[config.mk]
export PLATFORM = sky130hd
export DESIGN_NAME = dsp_pipelined_mac
export DESIGN_NICKNAME = d
export VERILOG_FILES = /design/src/rtl/dsp_pipelined_mac.sv
export SDC_FILE = /design/constraint.sdc
export NUM_CORES = 1
export LEC_CHECK = 0
export ABC_AREA = 1
export CORE_ASPECT_RATIO = 0.7
export CORE_MARGIN = 3
export CORE_UTILIZATION = 39
export CTS_CLUSTER_DIAMETER = 200
export DETAILED_ROUTE_END_ITERATION = 8
export GPL_ROUTABILITY_DRIVEN = 0
export PLACE_DENSITY_LB_ADDON = 0.3
export SLEW_MARGIN = 20
export SYNTH_ARGS = -nofsm -noshare
export SYNTH_HDL_FRONTEND = slang
export SYNTH_SLANG_ARGS = --single-unit
[constraint.sdc]
create_clock -name clk -period 11.3 [get_ports clk]
set_input_delay 2.26 -clock clk [delete_from_list [all_inputs] [get_ports clk]]
set_output_delay 2.26 -clock clk [all_outputs]
set_load 0.05 [all_outputs]
[src/rtl/dsp_pipelined_mac.sv]
`default_nettype none
// ============================================================================
// Module   : dsp_pipelined_mac
// Brief    : Pipelined unsigned multiply / multiply-accumulate with valid
//            tracking, wrap-around accumulator and sticky overflow flag.
// Revision : 1.0 - initial release
// ============================================================================
module dsp_pipelined_mac #(
    parameter int DATA_WIDTH  = 4,
    parameter int PIPE_STAGES = 2,
    parameter int ACC_WIDTH   = 2*DATA_WIDTH+2
) (
    input  logic                  clk,
    input  logic                  rst,
    input  logic                  in_valid,
    input  logic [DATA_WIDTH-1:0] a,
    input  logic [DATA_WIDTH-1:0] b,
    input  logic                  m,
    input  logic                  clr,
    output logic                  out_valid,
    output logic [ACC_WIDTH-1:0]  out,
    output logic                  overflow
);

    localparam int c_PROD_W = 2*DATA_WIDTH;
    localparam int c_MID    = PIPE_STAGES-2;

    // Stage 1: input register
    logic [DATA_WIDTH-1:0] r_a;
    logic [DATA_WIDTH-1:0] r_b;
    logic                  r_m;
    logic                  r_clr;
    logic                  r_v;

    always_ff @(posedge clk) begin
        if (rst) begin
            r_a   <= '0;
            r_b   <= '0;
            r_m   <= 1'b0;
            r_clr <= 1'b0;
            r_v   <= 1'b0;
        end else begin
            r_a   <= a;
            r_b   <= b;
            r_m   <= m;
            r_clr <= clr;
            r_v   <= in_valid;
        end
    end

    logic [c_PROD_W-1:0] w_p;
    assign w_p = c_PROD_W'(r_a) * c_PROD_W'(r_b);

    // Inputs seen by the final stage, either straight from stage 1 or delayed
    logic [c_PROD_W-1:0] w_fin_p;
    logic                w_fin_m;
    logic                w_fin_clr;
    logic                w_fin_v;

    generate
        if (c_MID == 0) begin : g_no_mid
            assign w_fin_p   = w_p;
            assign w_fin_m   = r_m;
            assign w_fin_clr = r_clr;
            assign w_fin_v   = r_v;
        end else begin : g_mid
            logic [c_PROD_W-1:0] r_p_d [c_MID];
            logic [c_MID-1:0]    r_m_d;
            logic [c_MID-1:0]    r_clr_d;
            logic [c_MID-1:0]    r_v_d;

            always_ff @(posedge clk) begin
                if (rst) begin
                    for (int i = 0; i < c_MID; i++) begin
                        r_p_d[i] <= '0;
                    end
                    r_m_d   <= '0;
                    r_clr_d <= '0;
                    r_v_d   <= '0;
                end else begin
                    r_p_d[0]   <= w_p;
                    r_m_d[0]   <= r_m;
                    r_clr_d[0] <= r_clr;
                    r_v_d[0]   <= r_v;
                    for (int i = 1; i < c_MID; i++) begin
                        r_p_d[i]   <= r_p_d[i-1];
                        r_m_d[i]   <= r_m_d[i-1];
                        r_clr_d[i] <= r_clr_d[i-1];
                        r_v_d[i]   <= r_v_d[i-1];
                    end
                end
            end

            assign w_fin_p   = r_p_d[c_MID-1];
            assign w_fin_m   = r_m_d[c_MID-1];
            assign w_fin_clr = r_clr_d[c_MID-1];
            assign w_fin_v   = r_v_d[c_MID-1];
        end
    endgenerate

    // Final stage: accumulator feedback closes within this single register
    logic [ACC_WIDTH-1:0] r_acc;
    logic [ACC_WIDTH-1:0] r_out;
    logic                 r_out_valid;
    logic                 r_overflow;
    logic [ACC_WIDTH-1:0] w_p_ext;
    logic [ACC_WIDTH:0]   w_sum;

    assign w_p_ext = ACC_WIDTH'(w_fin_p);
    assign w_sum   = {1'b0, r_acc} + {1'b0, w_p_ext};

    always_ff @(posedge clk) begin
        if (rst) begin
            r_acc       <= '0;
            r_out       <= '0;
            r_out_valid <= 1'b0;
            r_overflow  <= 1'b0;
        end else begin
            r_out_valid <= w_fin_v;
            if (w_fin_v) begin
                if (!w_fin_m) begin
                    r_out <= w_p_ext;
                end else if (w_fin_clr) begin
                    r_acc      <= w_p_ext;
                    r_out      <= w_p_ext;
                    r_overflow <= 1'b0;
                end else begin
                    r_acc <= w_sum[ACC_WIDTH-1:0];
                    r_out <= w_sum[ACC_WIDTH-1:0];
                    if (w_sum[ACC_WIDTH]) begin
                        r_overflow <= 1'b1;
                    end
                end
            end
        end
    end

    assign out       = r_out;
    assign out_valid = r_out_valid;
    assign overflow  = r_overflow;

endmodule
`default_nettype wire
# Word level (Yosys, flattened, before mapping)
# Index checks and enable logic that the tools add are counted.
[word_totals]
regBits = 33
inputBits = 13
out_inout_bits = 12
elab_cells = 18
[classes]
n_addsub = 1
mul = 1
mux = 4
reduce_logical = 3
[op_table]
columns = ["operator", "n"]
rows = [
  ["$mux W10", 2],
  ["$add A10 B8 Y11", 1],
  ["$mul A4 B4 Y8", 1],
  ["$reduce_and A3 Y1", 1],
  ["$mux W1", 2],
  ["$reduce_and A2 Y1", 1],
  ["$reduce_bool A2 Y1", 1],
]

# Logic depth before layout (Yosys ltp)
# Gate-level depths: netlist of the first run.
[logic_depth]
ltp_word = 4
ltp_mapped = 21
depth_no_buf = 21

# Least setup slack after synthesis of the first run
# Ideal clock, no wire load.
[synth_timing]
path_type = "register to register"
from = "reg r_a[0]"
to = "reg r_out[7] (netlist: out[7])"
setup_ns = 0.128
arrival_time_ns = 3.425
required_ns = 11.172
slack_ns = 7.747
stages_incl_launch_ff = 20
n_path_buf = 0
period_less_slack_ns = 3.553
path_cell_list = "dfxtp_1 > nand2_1 > fa_1 > inv_1 > fa_1 > inv_1 > fa_1 > nand3b_1 > nand2_1 > nand2_1 > and2_1 > ha_1 > nand2_1 > inv_1 > a21oi_1 > nand3b_1 > nand3_1 > nand2_1 > nor2_1 > nor2_1"
[synth_between]
elab_chain_cells = 4
[synth_lines]
columns = ["element", "line_no", "source"]
rows = [
  ["start, declared", "29", "logic [DATA_WIDTH-1:0] r_a;"],
  ["start signal, assigned", "37", "r_a <= '0;"],
  ["start signal, assigned", "43", "r_a <= a;"],
  ["$mul A4 B4 Y8 (*)", "52", "assign w_p = c_PROD_W'(r_a) * c_PROD_W'(r_b);"],
  ["$add A10 B8 Y11", "110", "assign w_sum = {1'b0, r_acc} + {1'b0, w_p_ext};"],
  ["$mux W10", "123", "end else if (w_fin_clr) begin"],
  ["$mux W10 (*)", "121", "if (!w_fin_m) begin"],
  ["end signal, assigned", "122", "r_out <= w_p_ext;"],
  ["end signal, assigned", "125", "r_out <= w_p_ext;"],
  ["end signal, assigned", "129", "r_out <= w_sum[ACC_WIDTH-1:0];"],
  ["end, declared", "103", "logic [ACC_WIDTH-1:0] r_out;"],
]
# Mark *: on every way between the ends. The rest lies on a longest branch, timed or not.
# A chain may end at the register's enable or synchronous reset.

# Worst setup path after layout of the first run
# Ends and elaborated chain as after synthesis.

==> run metrics, run 1 <==
DIE AREA=6560 um2; Avg WL per Cell=11.6 um; clock sink count=33; fin crit period=3820 ps; PortBufs=24; Hold Crit Class=reg2reg; Syn Std Cell Area=2190 um2; PD cells=103 nW/um2; placed insts=416; Post-Syn Nets=364; RSZ-0062 raised after global routing=no; share of layout cells above drive strength 1=3.98%; final WL=4910 um; Initial Util=41.0%; Vias=2004; fin. max-slew vios=0; Critical Path AT=3990 ps; pre-CTS setup slack=7250 ps; status=finished clean; H-tree depth=2; largest net degree at the start of global routing=24; Total GRT Usage=17.3%; initial antenna violation count=0; crit-path max FO=5; Worst path slowest cell=fa_1; Worst R2R Path Depth=20; max cap viols=0; Crit path max-delay family=adder cells; sequential area share after synthesis=30.2%; drt first-iter violations=162; Synth Instances=325; remaining global-route overflow=0; Critical path buffers and inverters=2; reg2reg start=r_a[0]$_SDFF_PP0_; RR Endpoint=out[7]$_SDFFE_PP0P_; cell repeated most along the worst path=nand2_1; Clock Skew=10.3 ps; Leakage=0.00148 uW; wire length of the first global-routing pass=8590 um; Hold Startpoint=overflow$_SDFFE_PP0P_; fmax=262 MHz; CTS clock-pin slew for the worst setup and hold paths=80 ps; I/O pin total=25; hold depth=2; Post-CTS Hold Buffers=0; period utilisation layout=33.8%; Startpoint Class=flip-flop; Worst path max stage delay=550 ps; Rows=22; Worst setup EP type=flip-flop; setup_tns=0 ps; Tightest Pin Transition=835 ps; clock buffers created by TritonCTS=5; Non-Filler Instances=424; final instance area=2610 um2; Pre-antenna DRT Iters=4; die width=95.5 um; Worst-Skew Late Latency=300 ps; top post-synthesis cells by area=dfxtp_1, nand2_1, ha_1, inv_1, nand3_1; Floorplan Core Area=5340 um2; final number of hold-violating endpoints=0; required time of the critical path=11470 ps; clock tree buffer depth=2; via/cell ratio=4.73; DRC viols=0; Synth Area per Inst=6.73 um2; number of global-route vias before repair=1957; crit path cell chain=nand2_1 > fa_1 > inv_1 > fa_1 > inv_1 > fa_1 > nand3b_1 > nand2_1 > nand2_1 > and2_1 > ha_1 > nand2_1 > nor2_1 > nand3_1 > nand2_1 > nand2_1 > nand3_1 > nand2_1 > nor2_1 > nor2_1; Netlist cell types=25; post_cts resized=0; dpl cell area=2500 um2; final net count=390; Fill cells=532; Slew headroom=44.2%; antenna fix cells=0; area grow syn2layout=19.5%; Final setup viols=0; die span in y=68.7 um; CP Class=reg2reg; Synth top area share=30.2%; Min-Delay Endpoint=overflow$_SDFFE_PP0P_; final setup margin=7480 ps; Setup Fix Bufs, Post-CTS=0; R2R Setup Slk=7480 ps; Worst VDD drop=0.0608 mV; synth warn=0; CTS root buf=clkbuf_8; hpwl dp=3750 um; Routed Antenna Nets=0; FF+latch count, synth=33; TritonCTS clock tree=yes; largest area contributor in the netlist=dfxtp_1
[worst max-delay path by stage]
stage                 startpoint  slack (ps)  depth (start not counted)                    end
2_1_floorplan  r_a[0]$_SDFF_PP0_        7750                         19    out[7]$_SDFFE_PP0P_
6_report       r_a[0]$_SDFF_PP0_        7480                         20    out[7]$_SDFFE_PP0P_
3_5_place_dp                 rst        7250                          4  overflow$_SDFFE_PP0P_
4_1_cts        r_a[0]$_SDFF_PP0_        7470                         20    out[7]$_SDFFE_PP0P_
5_1_grt        r_b[3]$_SDFF_PP0_        7140                         20    out[7]$_SDFFE_PP0P_
3_3_place_gp                 rst        7290                          4  overflow$_SDFFE_PP0P_
[logic make-up (layout without fill, tap and decap cells)]
logic type	after synthesis	count (layout)	synth area share (%)
simple gates	167	167	33.6
fa+ha+maj	26	26	16.6
flops	33	33	30.2
xor+xnor	2	2	0.801
compound gates	26	26	6.58
buf+inv	71	98	12.2
[flip-flops by register name (all words and copies together), names as in the netlist]
register	cells
overflow	1
r_m	1
r_acc	10
out	10
r_a	4
r_v	1
r_clr	1
out_valid	1
r_b	4
[synth_stat cells]
cell,number
dfxtp_1,33
o21ai_1,3
and2_1,4
fa_1,5
clkbuf_1,5
o21ai_0,3
nor2_2,1
xor2_1,2
or2_2,1
nand3_1,27
or2_1,3
a21oi_1,14
nand3b_1,8
nor2_4,2
o21a_1,1
inv_2,1
a31oi_1,1
ha_1,21
a21boi_1,1
nor2_1,21
inv_1,65
nand2_1,97
nand2_2,1
nand4_1,2
a22oi_1,3
[power breakdown]
part | switching, uW | leakage (uW) | internal, uW
Combinational | 19.0 | 0.00116 | 12.9
Clock | 50.1 | 0.0000543 | 66.0
Sequential | 2.77 | 0.000269 | 119
Total | 71.9 | 0.00148 | 198
[stage by stage]
| stage | total power, uW | utilization [%] | hold slack (ps) |
|---|---|---|---|
| final | 270 | 48.9 | 447 |
| after global routing | 284 | 48.9 | 487 |
| after CTS | 272 | 48.9 | 452 |
| after detailed placement | 157 | 46.8 | 441 |
| after global placement | 156 | 46.8 | 443 |
| after floorplan | 145 | - | 450 |
[routing by layer]
metal	up-vias	global-route usage (%)	wire length [um]	share of wire, %
met2	53	25.7	1890	38
met5	-	0	0	0
met1	889	23.7	2620	53
met3	9	4.23	314	6.4
li1	1053	-	-	-
met4	0	8.16	90	1.8
[cell type report]
type / count / area (um2) / share of cell area (%)
clock buffer: 5 / 68.8 / 2.63
clock inverter: 3 / 46.3 / 1.77
inverter: 66 / 248 / 9.48
multi-input combinational: 221 / 1260 / 48.2
sequential: 33 / 661 / 25.3
tap: 72 / 90.1 / 3.45
timing repair buffer: 24 / 240 / 9.19
[cell usage in the layout, fill, tap and decap left out, drive strengths merged]
cell	count
ha	21
a21oi	14
xor2	2
clkbuf	5
clkinvlp	1
bufinv	1
fa	5
and2	4
a31oi	1
o21a	1
a22oi	3
nand4	2
nand2	98
nor2	24
dfxtp	33
or2	4
a21boi	1
clkinv	1
nand3	27
nand3b	8
o21ai	6
inv	66
clkdlybuf4s50	24
[tightest hold or removal path, stage by stage (launching register included)]
cell     delay, ps
dfxtp_1        310
inv_1           50
a21oi_1         50
No activity file was read; power rests on OpenSTA's default activity.
==> run 2, diff against run 1 <==
- clock period: 11.3 -> 3.05 ns (I/O delays scaled with it)
==> run 2 against run 1 <==
  * The flow now finishes with violations (setup timing)
  * Via count increased by 3.5%
  * Final area increased by 14%
  * Register-to-register slack lost 7900 ps
  * Count of clock-buffer cells in the layout did not move
  * Clock skew is 3.1 ps lower
  * Critical path depth unchanged
  * Die area is the same
  * First-iteration DRC count down 33%
  * Cell count is 5.4% higher
  * Non-clock buffer count is 24 higher
  * Power grew to 3.8 times the previous value
  * Critical endpoint unchanged
  * Highest routed layer unchanged
==> run metrics, run 2 (same netlist as run 1, synthesis figures left out) <==
largest net degree at the start of global routing=16 (-33%); Pre-antenna DRT Iters=4 (unchanged); Hold Worst Slack=475 ps (+27.8 ps); clock tree buffer depth=2 (unchanged); required time of the critical path=3240 ps (-8230 ps); Final setup viols=15 (+15); Leakage=0.00162 uW (+9.4%); Sw Share=26.7% (+0.061 points); placed insts=435 (+4.6%); clock buffers created by TritonCTS=5 (unchanged); Clock Skew=7.21 ps (-3.10 ps); final setup margin=-384 ps (-7860 ps); Hold Crit Class=reg2reg; cell internal pwr=763 uW (+280%); Worst VDD drop=0.234 mV (+290%); final WL=5600 um (+14%); Total GRT Usage=18.6% (+1.3 points); Vias=2074 (+3.5%); Seq pwr share=43.3% (-1.9 points); remaining global-route overflow=0 (unchanged); H-tree depth=2 (unchanged); CTS root buf=clkbuf_8; Worst path max stage delay=560 ps (about the same); failing checks=setup timing; via/cell ratio=4.64 (-1.8%); final net count=414 (+6.2%); antenna fix cells=0 (unchanged); PD cells=349 nW/um2 (+240%); Critical path destination=out[7]$_SDFFE_PP0P_; period utilisation layout=113% (+79 points); wire length of the first global-routing pass=9110 um (+6.0%); share of layout cells above drive strength 1=20.3% (+16 points); Floorplan Core Area=5340 um2 (unchanged); CTS clock-pin slew for the worst setup and hold paths=70 ps (about the same); max cap viols=0 (unchanged); setup_tns=-4110 ps (-4110 ps); Hold Startpoint=out[9]$_SDFFE_PP0P_; Worst-Skew Late Latency=290 ps (about the same); area grow syn2layout=36.2%; status=complete, but fails checks; P_sw=277 uW (+290%); R2R Setup Slk=-380 ps (-7860 ps); final number of hold-violating endpoints=0 (unchanged); fin. max-slew vios=0 (unchanged); Startpoint Class=flip-flop; TritonCTS clock tree=yes; Routed Antenna Nets=0 (unchanged); number of global-route vias before repair=1922 (-1.8%); Design Power=1040 uW (+280%); most common cell after layout, fill and taps aside=nand2_1; Worst setup EP type=flip-flop; fin crit period=3430 ps (-388 ps); Comb pwr share=16.6% (+4.8 points); fmax=291 MHz (+11%); Worst R2R Path Depth=20 (unchanged); cell repeated most along the worst path=nand2_1; Slew headroom=61.2% (+17 points); hpwl dp=4020 um (+7.4%); initial antenna violation count=0 (unchanged); most frequent cells in the layout=nand2_1, inv_1, dfxtp_1, clkdlybuf4s50_1; DRC viols=0 (unchanged); Critical path buffers and inverters=2 (unchanged); die width=95.5 um (unchanged); CP startpoint=r_b[3]$_SDFF_PP0_; Critical Path AT=3620 ps (-370 ps); crit path cell chain=nand2_2 > fa_1 > inv_1 > fa_2 > inv_2 > fa_2 > nand3b_1 > nand2_1 > nand2_1 > and2_4 > ha_4 > nand2_4 > nor2_1 > nand3_1 > nand2_1 > nand2_1 > nand3_2 > nand2_1 > nor2_1 > nor2_1; RR Endpoint=out[7]$_SDFFE_PP0P_; PortBufs=24 (unchanged); clock share of power=40.1% (-2.9 points); Fill cells=534 (+0.38%); Worst path slowest cell=fa_2; crit-path max FO=4 (-1); Crit path max-delay family=adder cells; CP Class=reg2reg; DIE AREA=6560 um2 (unchanged); I/O pin total=25 (unchanged); Avg WL per Cell=12.5 um (+8.2%); Non-Filler Instances=447 (+5.4%); CP Depth=20 (unchanged); RSZ-0062 raised after global routing=yes; die span in y=68.7 um (unchanged); Tightest Pin Transition=580 ps (-255 ps); clock sink count=33 (unchanged); reg2reg start=r_b[3]$_SDFF_PP0_; Initial Util=41.0% (unchanged); Rows=22 (unchanged); drt first-iter violations=109 (-33%)
[run 2: worst min-delay path by stage]
stage                            end  slack, ps  depth (start not counted)
2_1_floorplan  r_acc[0]$_SDFFE_PP0P_        450                          2
3_5_place_dp   overflow$_SDFFE_PP0P_        450                          2
5_1_grt        overflow$_SDFFE_PP0P_        510                          2
3_3_place_gp   overflow$_SDFFE_PP0P_        450                          2
6_report         out[9]$_SDFFE_PP0P_        480                          2
4_1_cts        overflow$_SDFFE_PP0P_        460                          2
[run 2: timing repair]
item,in CTS,in global routing
setup endpoints to repair,15,15
buffers inserted,3,2
hold endpoints to repair,0,0
resized for setup,11,16
hold buffers,0,0
pin swaps,7,5
[run 2: through the flow]
step	setup slack, ps	utilization (%)	instance area (um2)
after CTS	-306	54.2	2890
after global routing	-587	55.8	2980
after global placement	-298	50.9	2720
after floorplan	-155	-	2260
after detailed placement	-313	50.9	2720
final	-384	55.8	2980
[run 2: routing by layer]
metal,routed length (um),global-route usage (%),vias up
met2,2360,28.2,56
met5,0,0,-
met3,359,4.01,5
met4,48,5.32,0
li1,-,-,1102
met1,2830,26.6,911
[run 2: worst reg2reg max path: stages (launching register included)]
cell and delay [ps]:
dfxtp_2 340, nand2_2 60, fa_1 530, inv_1 50
fa_2 560, inv_2 40, fa_2 360, nand3b_1 200
nand2_1 70, nand2_1 60, and2_4 150, ha_4 290
nand2_4 60, nor2_1 80, nand3_1 100, nand2_1 80
nand2_1 60, nand3_2 70, nand2_1 50, nor2_1 80
nor2_1 40
[run 2: power by group through the flow]
stage	Clock (uW)	Combinational [uW]	Sequential, uW
after floorplan	0	76.0	472
after global placement	0	146	460
after detailed placement	0	148	461
after CTS	421	160	450
after global routing	439	188	452
final	417	172	451
[run 2: cell type report]
type	instances	area (um2)	share of cell area (%)
clock buffers	5	68.8	2.31
clock inverters	2	35.0	1.18
inverters	66	250	8.40
multi-input cells	221	1440	48.4
flip-flops and latches	33	664	22.3
well taps	72	90.1	3.03
repair buffers	48	428	14.4
